**config.mk**
```make
export PLATFORM = sky130hd
export DESIGN_NAME = priority_scanner_flat
export DESIGN_NICKNAME = d
export VERILOG_FILES = /design/src/rtl/priority_scanner_pkg.sv /design/src/rtl/priority_scanner_if.sv /design/src/rtl/priority_scanner_penc_core.sv /design/src/rtl/priority_scanner.sv /design/src/flat_wrapper.sv
export SDC_FILE = /design/constraint.sdc
export NUM_CORES = 1
export LEC_CHECK = 0
export BUFFER_PORTS_ARGS = -buffer_cell sky130_fd_sc_hd__buf_4
export CORE_MARGIN = 8
export CORE_UTILIZATION = 45
export CTS_CLUSTER_DIAMETER = 40
export DETAILED_ROUTE_END_ITERATION = 12
export GPL_TIMING_DRIVEN = 0
export PLACE_DENSITY = 0.67
export RECOVER_POWER = 25
export SYNTH_ARGS = -nofsm -noshare
export SYNTH_HDL_FRONTEND = slang
export SYNTH_SLANG_ARGS = --single-unit
```
**constraint.sdc**
```tcl
create_clock -name clk -period 2.85 [get_ports clk]
set_input_delay 0.1425 -clock clk [delete_from_list [all_inputs] [get_ports clk]]
set_output_delay 0.1425 -clock clk [all_outputs]
set_load 0.05 [all_outputs]
```
**src/rtl/priority_scanner_pkg.sv**
```systemverilog
// priority_scanner_pkg: shared types and width helpers for the priority scanner.
// Optional feature macro: PSCAN_COUNT_EN (adds the out_count popcount output).
package priority_scanner_pkg;

    typedef enum logic {
        IDLE = 1'b0,
        SCAN = 1'b1
    } state_t;

    // Index width for a WIDTH-bit vector, never narrower than one bit.
    function automatic int idx_width(input int w);
        return (w < 2) ? 1 : $clog2(w);
    endfunction

    // Width able to hold a popcount of 0..w inclusive.
    function automatic int count_width(input int w);
        return idx_width(w) + 1;
    endfunction

endpackage

```
**src/rtl/priority_scanner_if.sv**
```systemverilog
// priority_scanner_if: input vector handshake plus output index beat channel.
// master = vector producer / beat consumer side, slave = the scanner itself.
// Optional feature macro: PSCAN_COUNT_EN (adds out_count to the beat channel).
interface priority_scanner_if
    import priority_scanner_pkg::*;
#(
    parameter int WIDTH = 16,
    parameter int IDX_W = idx_width(WIDTH)
);

    logic             in_valid;
    logic             in_ready;
    logic [WIDTH-1:0] in_vec;
    logic             abort;
    logic             out_valid;
    logic             out_ready;
    logic [IDX_W-1:0] out_idx;
    logic             out_none;
    logic             out_last;
`ifdef PSCAN_COUNT_EN
    logic [IDX_W:0]   out_count;
`endif

`ifdef PSCAN_COUNT_EN
    modport master (
        output in_valid, in_vec, abort, out_ready,
        input  in_ready, out_valid, out_idx, out_none, out_last, out_count
    );
    modport slave (
        input  in_valid, in_vec, abort, out_ready,
        output in_ready, out_valid, out_idx, out_none, out_last, out_count
    );
`else
    modport master (
        output in_valid, in_vec, abort, out_ready,
        input  in_ready, out_valid, out_idx, out_none, out_last
    );
    modport slave (
        input  in_valid, in_vec, abort, out_ready,
        output in_ready, out_valid, out_idx, out_none, out_last
    );
`endif

endinterface

```
**src/rtl/priority_scanner_penc_core.sv**
```systemverilog
// penc_core: combinational priority encoder with any-set and exactly-one-set flags.
module penc_core #(
    parameter int WIDTH     = 16,
    parameter int MSB_FIRST = 1,
    parameter int IDX_W     = 4
) (
    input  logic [WIDTH-1:0] vec,
    output logic [IDX_W-1:0] idx,
    output logic             any,
    output logic             one
);

    // Later loop iterations win, so scan order decides which end has priority.
    always_comb begin
        idx = '0;
        if (MSB_FIRST != 0) begin
            for (int i = 0; i < WIDTH; i++) begin
                if (vec[i]) idx = IDX_W'(i);
            end
        end else begin
            for (int i = WIDTH - 1; i >= 0; i--) begin
                if (vec[i]) idx = IDX_W'(i);
            end
        end
    end

    assign any = |vec;
    assign one = any && ((vec & (vec - 1'b1)) == '0);

endmodule

```
**src/rtl/priority_scanner.sv**
```systemverilog
// priority_scanner: captures a request vector and emits one index beat per set bit,
// in priority order, with a single flagged beat for an all-zero vector.
// Optional feature macro: PSCAN_COUNT_EN (registers the popcount onto out_count).
module priority_scanner
    import priority_scanner_pkg::*;
#(
    parameter int WIDTH     = 16,
    parameter int MSB_FIRST = 1,
    parameter int IDX_W     = idx_width(WIDTH)
) (
    input logic              clk,
    input logic              rst,
    priority_scanner_if.slave bus
);

    state_t           state, state_nx;
    logic [WIDTH-1:0] work, work_nx;
    logic             zero_flag, zero_nx;
    logic [IDX_W-1:0] enc_idx;
    logic             enc_any;
    logic             enc_one;
    logic             scan;
    logic             last;
    logic             beat;
    logic             accept;
    logic [WIDTH-1:0] clear_mask;

    penc_core #(
        .WIDTH     (WIDTH),
        .MSB_FIRST (MSB_FIRST),
        .IDX_W     (IDX_W)
    ) u_penc (
        .vec (work),
        .idx (enc_idx),
        .any (enc_any),
        .one (enc_one)
    );

    assign scan       = (state == SCAN);
    assign last       = scan & (enc_one | zero_flag);
    assign beat       = scan & bus.out_ready;
    assign bus.in_ready = !rst & !bus.abort & (!scan | (last & bus.out_ready));
    assign accept     = bus.in_valid & bus.in_ready;
    assign clear_mask = WIDTH'(1) << enc_idx;

    assign bus.out_valid = scan;
    assign bus.out_idx   = (scan & enc_any) ? enc_idx : '0;
    assign bus.out_none  = scan & zero_flag;
    assign bus.out_last  = last;

    // Next-state logic: load on accept, retire one bit per beat, reload on the last beat.
    always_comb begin
        state_nx = state;
        work_nx  = work;
        zero_nx  = zero_flag;
        case (state)
            IDLE: begin
                if (accept) begin
                    state_nx = SCAN;
                    work_nx  = bus.in_vec;
                    zero_nx  = (bus.in_vec == '0);
                end
            end
            SCAN: begin
                if (bus.abort) begin
                    state_nx = IDLE;
                    work_nx  = '0;
                    zero_nx  = 1'b0;
                end else if (beat) begin
                    work_nx = work & ~clear_mask;
                    if (last) begin
                        if (accept) begin
                            work_nx = bus.in_vec;
                            zero_nx = (bus.in_vec == '0);
                        end else begin
                            state_nx = IDLE;
                            zero_nx  = 1'b0;
                        end
                    end
                end
            end
            default: begin
                state_nx = IDLE;
                work_nx  = '0;
                zero_nx  = 1'b0;
            end
        endcase
    end

    // State register with asynchronous reset.
    always_ff @(posedge clk or posedge rst) begin
        if (rst) begin
            state     <= IDLE;
            work      <= '0;
            zero_flag <= 1'b0;
        end else begin
            state     <= state_nx;
            work      <= work_nx;
            zero_flag <= zero_nx;
        end
    end

`ifdef PSCAN_COUNT_EN
    logic [IDX_W:0] count_q;

    // Popcount is captured once per vector and held for all of its beats.
    always_ff @(posedge clk or posedge rst) begin
        if (rst) begin
            count_q <= '0;
        end else if (accept) begin
            count_q <= (IDX_W + 1)'($countones(bus.in_vec));
        end
    end

    assign bus.out_count = scan ? count_q : '0;
`endif

endmodule

```
**src/flat_wrapper.sv**
```systemverilog
// flat-port wrapper written by rule: the top's interface ports become plain ports
module priority_scanner_flat import priority_scanner_pkg::*;
#(
    parameter int WIDTH     = 16,
    parameter int MSB_FIRST = 1,
    parameter int IDX_W     = idx_width(WIDTH)
)
  (clk, rst, bus_in_valid, bus_in_vec, bus_abort, bus_out_ready, bus_in_ready, bus_out_valid, bus_out_idx, bus_out_none, bus_out_last);
  priority_scanner_if #(.WIDTH(WIDTH), .IDX_W(IDX_W)) bus_i ();
  input logic clk;
  input logic rst;
  input wire logic [$bits(bus_i.in_valid)-1:0] bus_in_valid;
  input wire logic [$bits(bus_i.in_vec)-1:0] bus_in_vec;
  input wire logic [$bits(bus_i.abort)-1:0] bus_abort;
  input wire logic [$bits(bus_i.out_ready)-1:0] bus_out_ready;
  output wire logic [$bits(bus_i.in_ready)-1:0] bus_in_ready;
  output wire logic [$bits(bus_i.out_valid)-1:0] bus_out_valid;
  output wire logic [$bits(bus_i.out_idx)-1:0] bus_out_idx;
  output wire logic [$bits(bus_i.out_none)-1:0] bus_out_none;
  output wire logic [$bits(bus_i.out_last)-1:0] bus_out_last;
  assign bus_i.in_valid = bus_in_valid;
  assign bus_i.in_vec = bus_in_vec;
  assign bus_i.abort = bus_abort;
  assign bus_i.out_ready = bus_out_ready;
  assign bus_in_ready = bus_i.in_ready;
  assign bus_out_valid = bus_i.out_valid;
  assign bus_out_idx = bus_i.out_idx;
  assign bus_out_none = bus_i.out_none;
  assign bus_out_last = bus_i.out_last;
  priority_scanner #(.WIDTH(WIDTH), .MSB_FIRST(MSB_FIRST), .IDX_W(IDX_W)) u_core (.clk(clk), .rst(rst), .bus(bus_i));
endmodule
```
==> run_results.csv, run 1 <==
group,metric,value,unit
sta,finalSetupTns,0,ps
routing,drt_iter0_drc,163,
sta,finalHoldViolations,0,
floorplanning,die_h,72.9,µm
routing,drt-total-wl,4590,µm
job,max_cap_violations,0,
setup_path,rr_worst_depth,9,
sta,relSlewSlack,0.373,
status,status,"finished, final reports clean",
setup_path,critical_path_peak_fanout,6,
clocking,cts-buffers-inserted,3,
setup_path,crit_type,"reg -> out",
synthesis,synth_area_leaders,"dfrtp_1, a32o_1, nor2_1",
grt,grt_antenna_before_repair,0,
setup_path,crit_path_end_kind,"output pin",
clocking,htreeDepth,1,
routing,firstDrtPassIters,4,
layout,area_growth,31.0,%
power_and_ir_drop,power,0.00118,W
grt,overflow,0,
layout,layout-drive-gt1-share,0.301,
layout,num-fill-cells,291,
sta,fin_crit,2840,ps
clocking,cts_tree,"built",
placed_design,place_congestion,0.890,
synthesis,synthDistinctLibCells,50,
clocking,clk_latency,310,ps
synthesis,synth_seq_area_share,0.310,
synthesis,yosys_warnings,0,
routing,met3_length,315,µm
synthesis,syn_nets,195,
setup_path,r2r-end,"u_core.work[9]",
routing,route.detailed.drc,0,
grt,grt_pass1_vias,1563,
sta,finalCritPeriodShare,0.996,
synthesis,synth_top_area_cell,"dfrtp_1",
synthesis,synthFlopType,"dfrtp_1",
placed_design,port_buffers,28,
floorplanning,rows,20,
synthesis,synth_top_area_frac,0.310,
routing,top_layer,"met4",
clocking,clock_path_buffers,2,
layout,diodes,0,
power_and_ir_drop,p_per_area,617,mW/mm²
synthesis,ys_top_cells_by_count,"nor2_1, dfrtp_1, nand2_1, o21ai_0, a32o_1",
synthesis,avgSynthCellArea,8.36,µm²
floorplanning,ioPinCount,29,
sta,setup_viol,0,
sta,timing.fmax,352,MHz
layout,fin_nets,238,
grt,grt_first_pass_wirelength,7740,µm
sta,tightest_slew,930,ps
synthesis,async_flop_share,1.00,
power_and_ir_drop,leakagePower,0.765,nW
routing,wl_met2,2250,µm
clocking,clock_sinks,18,
setup_path,worstSetupStartpointType,"flop",
grt,grt_max_degree,19,
synthesis,synth_edf_count,0,
routing,drtAntennaViolNets,0,
floorplanning,dieArea,0.00531,mm²
setup_path,worstPathRequired,2710,ps
routing,detail_route.vias_per_cell,6.22,
setup_path,rrSetupSlack,80,ps
synthesis,synthCells,174,
setup_path,crit_start,"u_core.work[6]",
setup_path,r2r_start,"u_core.work[6]",
routing,wirelength_met1,1950,µm
worst_hold_path,hold_class,"in -> reg",
power_and_ir_drop,vdd_drop_max,0.281,mV
floorplanning,core_area,0.00308,mm²
synthesis,syn_area,0.00146,mm²
sta,finalClockSkew,6.88,ps
synthesis,yosysMostFrequentCell,"nor2_1",
sta,slew_violations,0,
floorplanning,initial_core_util,0.473,
clocking,path_clk_slew,100,ps
sta,rsz0062_at_grt,"true",
routing,vias,1616,
synthesis,ys_ff_latch,18,
placed_design,hpwl,3470,µm
floorplanning,die_w,72.9,µm
setup_path,endpoint,"bus_in_ready",
routing,wl_per_cell,17.7,µm
clocking,clockRootBuffer,"clkbuf_4",
setup_path,arrival,2700,ps
grt,grt_use_total,0.184,
==> worst max-delay path: stages (launching register included) <==
cell,delay [ps]
dfrtp_1,390
buf_6,120
or4_4,570
or3_4,360
a21oi_4,190
nand4_4,120
a21bo_4,250
a211oi_4,200
buf_6,190
==> logic make-up (layout without fill, tap and decap cells) <==
| kind of cell | count (synthesis) | after routing | share of synthesized area |
|---|---|---|---|
| and+or+nand+nor | 83 | 83 | 0.310 |
| DFF | 18 | 18 | 0.310 |
| AOI/OAI and AO/OA | 58 | 58 | 0.322 |
| buffers and inverters | 13 | 55 | 0.0456 |
| adders and majority gates | 2 | 2 | 0.0138 |
==> final cells by class <==
cell class              instances  area (µm²)  share of cell area
clock buffers                   4        36.3              0.0190
repair buffers                 40         303               0.159
flip-flops and latches         18         454               0.238
plain buffers                   4        30.0              0.0157
inverters                       7        26.3              0.0138
multi-input cells             143        1000               0.526
well taps                      44        55.1              0.0289
==> worst min path at each step <==
stage / startpoint / endpoint / slack (ps) / cells after the start
finish: bus_in_vec[13] / u_core.work[13] / 50 / 3
global route: bus_in_vec[13] / u_core.work[13] / 50 / 3
CTS: bus_in_vec[15] / u_core.work[15] / 50 / 3
detailed placement: rst / u_core.bus.out_valid / 340 / 2
global placement: rst / u_core.bus.out_valid / 330 / 2
floorplan: rst / u_core.bus.out_valid / 80 / 1
==> stage by stage <==
step | cell area (µm²) | hold WS [ps] | util | std cells | setup WS (ps)
finish | 1910 | 48.7 | 0.620 | 260 | 12.4
global route | 1910 | 47.1 | 0.620 | 260 | -93.6
CTS | 1860 | 53.6 | 0.604 | 257 | -39.3
detailed placement | 1730 | 335 | 0.563 | 246 | 46.1
global placement | 1730 | 325 | 0.563 | 246 | 99.3
floorplan | 1470 | 81.1 | - | 174 | 145
==> metal layers <==
metal | up-vias | GRT usage
met4 | 0 | 0.0689
met5 | - | 0
met3 | 9 | 0.0261
met1 | 767 | 0.241
li1 | 754 | -
met2 | 86 | 0.298
==> power by group <==
part | total, W | switching, W | internal (W) | leakage (nW)
Sequential | 0.000394 | 0.0000861 | 0.000308 | 0.228
Clock | 0.000164 | 0.0000859 | 0.0000781 | 0.0210
Combinational | 0.000619 | 0.000347 | 0.000272 | 0.516
Total | 0.00118 | 0.000519 | 0.000658 | 0.765
==> registers in the layout, summed over array words and instances, names as in the netlist <==
name                  count
u_core.bus.out_valid      1
u_core.work              16
u_core.zero_flag          1
==> cells in the final DEF, fill, tap and decap left out, drive strengths merged, types with 3 or more instances in the layout <==
cell	synthesis	final
buf	3	40
nand2	18	18
nor3	6	6
inv	7	7
a22o	4	4
o21ai	15	15
a32o	9	9
o21a	3	3
and2	3	3
nor3b	4	4
nor4	5	5
dfrtp	18	18
or3	6	6
nand3	4	4
nor2	20	20
or4	4	4
a21oi	7	7
clkbuf	3	7
nor2b	6	6
==> what timing repair did <==
action                                  CTS  global route
pin swaps                                 5             7
hold buffers                              1             0
endpoints found under the setup margin    1            15
endpoints found under the hold margin     8             0
gates resized for setup                  11             5
buffers inserted                          7             4
(Power assumes the default switching activity.)
==> inputs of run 2 (changes only) <==
Settings changed: CTS_BUF_LIST set to sky130_fd_sc_hd__clkbuf_8.
==> run 2 against run 1 <==
Critical path depth shrank 1. Cell area about the same. Core utilization about the same. Clock-buffer cell count unchanged. Critical path type unchanged. Critical endpoint unchanged. Largest cell class unchanged.
==> run_results.csv, run 2 (synthesis results as in run 1) <==
group,metric,value,unit
routing,drtAntennaViolNets,0,
sta,finalClockSkew,3.23,ps
sta,rsz0062_at_grt,"false",
clocking,clock_path_buffers,2,
layout,final-seq-area,454,µm²
grt,grt_first_pass_wirelength,7710,µm
layout,layout_commonest_cell,"buf_4",
setup_path,worst_path_max_delay_cell,"or4_4",
sta,finalSetupTns,0,ps
setup_path,crit_type,"reg -> out",
worst_hold_path,hold_class,"in -> async",
clocking,htreeDepth,1,
clocking,clk_latency,250,ps
setup_path,crit_chain,"or4_4 -> or3_4 -> a21oi_4 -> nand4_4 -> a21bo_4 -> a211oi_4 -> buf_6",
routing,wl_per_cell,18.4,µm
sta,slew_violations,0,
routing,vias,1612,
sta,setup_viol,0,
grt,grt_pass1_vias,1567,
power_and_ir_drop,p_per_area,640,mW/mm²
layout,fin_nets,234,
clocking,cts-buffers-inserted,3,
routing,drt_iter0_drc,164,
floorplanning,initial_core_util,0.473,
status,status,"finished, final reports clean",
power_and_ir_drop,vdd_drop_max,0.358,mV
sta,timing.fmax,364,MHz
setup_path,worstPathRequired,2710,ps
floorplanning,core_area,0.00308,mm²
placed_design,port_buffers,28,
setup_path,arrival,2610,ps
grt,grt_antenna_before_repair,0,
layout,multiInputGateArea,0.00101,mm²
layout,final_cell_mix,"buf_4, nor2_1, nand2_1",
placed_design,post_dp_cell_area,0.00173,mm²
routing,firstDrtPassIters,5,
sta,fin_crit,2750,ps
clocking,cts_tree,"built",
clocking,clock_sinks,18,
clocking,clockRootBuffer,"clkbuf_8",
layout,largest_reg_flops,16,
placed_design,preCtsSetupSlack,46.1,ps
layout,layout-drive-gt1-share,0.292,
sta,tightest_slew,954,ps
layout,top_register,"u_core.work",
setup_path,crit_path_end_kind,"output pin",
placed_design,hpwl,3470,µm
floorplanning,die_w,72.9,µm
clocking,path_clk_slew,70,ps
routing,drt-total-wl,4710,µm
layout,diodes,0,
routing,route.detailed.drc,0,
floorplanning,die_h,72.9,µm
setup_path,cp_slowest_stage_delay,600,ps
floorplanning,dieArea,0.00531,mm²
power_and_ir_drop,leakagePower,0.755,nW
placed_design,place_congestion,0.890,
sta,finalHoldViolations,0,
grt,grt_use_total,0.182,
setup_path,worstSetupStartpointType,"flop",
layout,num-fill-cells,287,
job,max_cap_violations,0,
layout,final_cell_area,0.00191,mm²
grt,grt_max_degree,19,
layout,area_growth,31.0,%
routing,detail_route.vias_per_cell,6.30,
floorplanning,ioPinCount,29,
layout,final_util,0.619,
sta,relSlewSlack,0.357,
sta,finalCritPeriodShare,0.965,
floorplanning,rows,20,
setup_path,critical_path_peak_fanout,7,
sta,setup_ws,101,ps
grt,overflow,0,
run 2: area by class of cell:
| class | instances | share of cell area |
|---|---|---|
| Tap cell | 44 | 0.0289 |
| Buffer | 4 | 0.0158 |
| Clock buffer | 4 | 0.0289 |
| Multi-Input combinational cell | 143 | 0.532 |
| Timing Repair Buffer | 36 | 0.142 |
| Sequential cell | 18 | 0.238 |
| Inverter | 7 | 0.0138 |
run 2: worst paths after layout:
path,from,endpoint,slack (ps),cells past startpoint
hold / removal,rst,u_core.bus.out_valid,80,2
max in group asynchronous,rst,u_core.work[9],2250,2
hold reg to reg,u_core.work[2],u_core.work[2],620,1
setup / recovery,u_core.work[0],bus_in_ready,100,7
min in group clk,bus_in_vec[13],u_core.work[13],100,3
setup reg to reg,u_core.work[0],u_core.work[6],130,8
run 2: per-stage QoR:
step | hold WS [ps] | power, W | std cells
CTS | 59.5 | 0.00118 | 255
global route | 110 | 0.00130 | 256
finish | 79.7 | 0.00122 | 256
floorplan | 81.1 | 0.000774 | 174
global placement | 325 | 0.000916 | 246
detailed placement | 335 | 0.000927 | 246
run 2: power breakdown:
part	switching, W	leakage (nW)	internal (W)
Sequential	0.0000949	0.228	0.000308
Combinational	0.000346	0.498	0.000260
Clock	0.0000876	0.0288	0.000123
Total	0.000529	0.755	0.000691
run 2: repair_timing:
action | 4_1_cts | 5_1_grt
pin swaps | 4 | 5
gates resized for setup | 10 | 7
setup buffers | 6 | 2
hold buffers | 0 | 0
setup endpoints to repair | 1 | 14
run 2: per-layer routing:
layer	part of all wire	vias up	track usage
met5	0	-	0
met4	0.012	0	0.0444
met3	0.071	8	0.0288
met2	0.50	75	0.299
met1	0.42	785	0.240
li1	-	744	-
run 2: worst max-delay path: cells and delay by family, from the launching register on:
family                 cells  cell delay [ps]
and+or+nand+nor            3             1130
buffers and inverters      1              190
AOI/OAI and AO/OA          3              640
DFF                        1              390
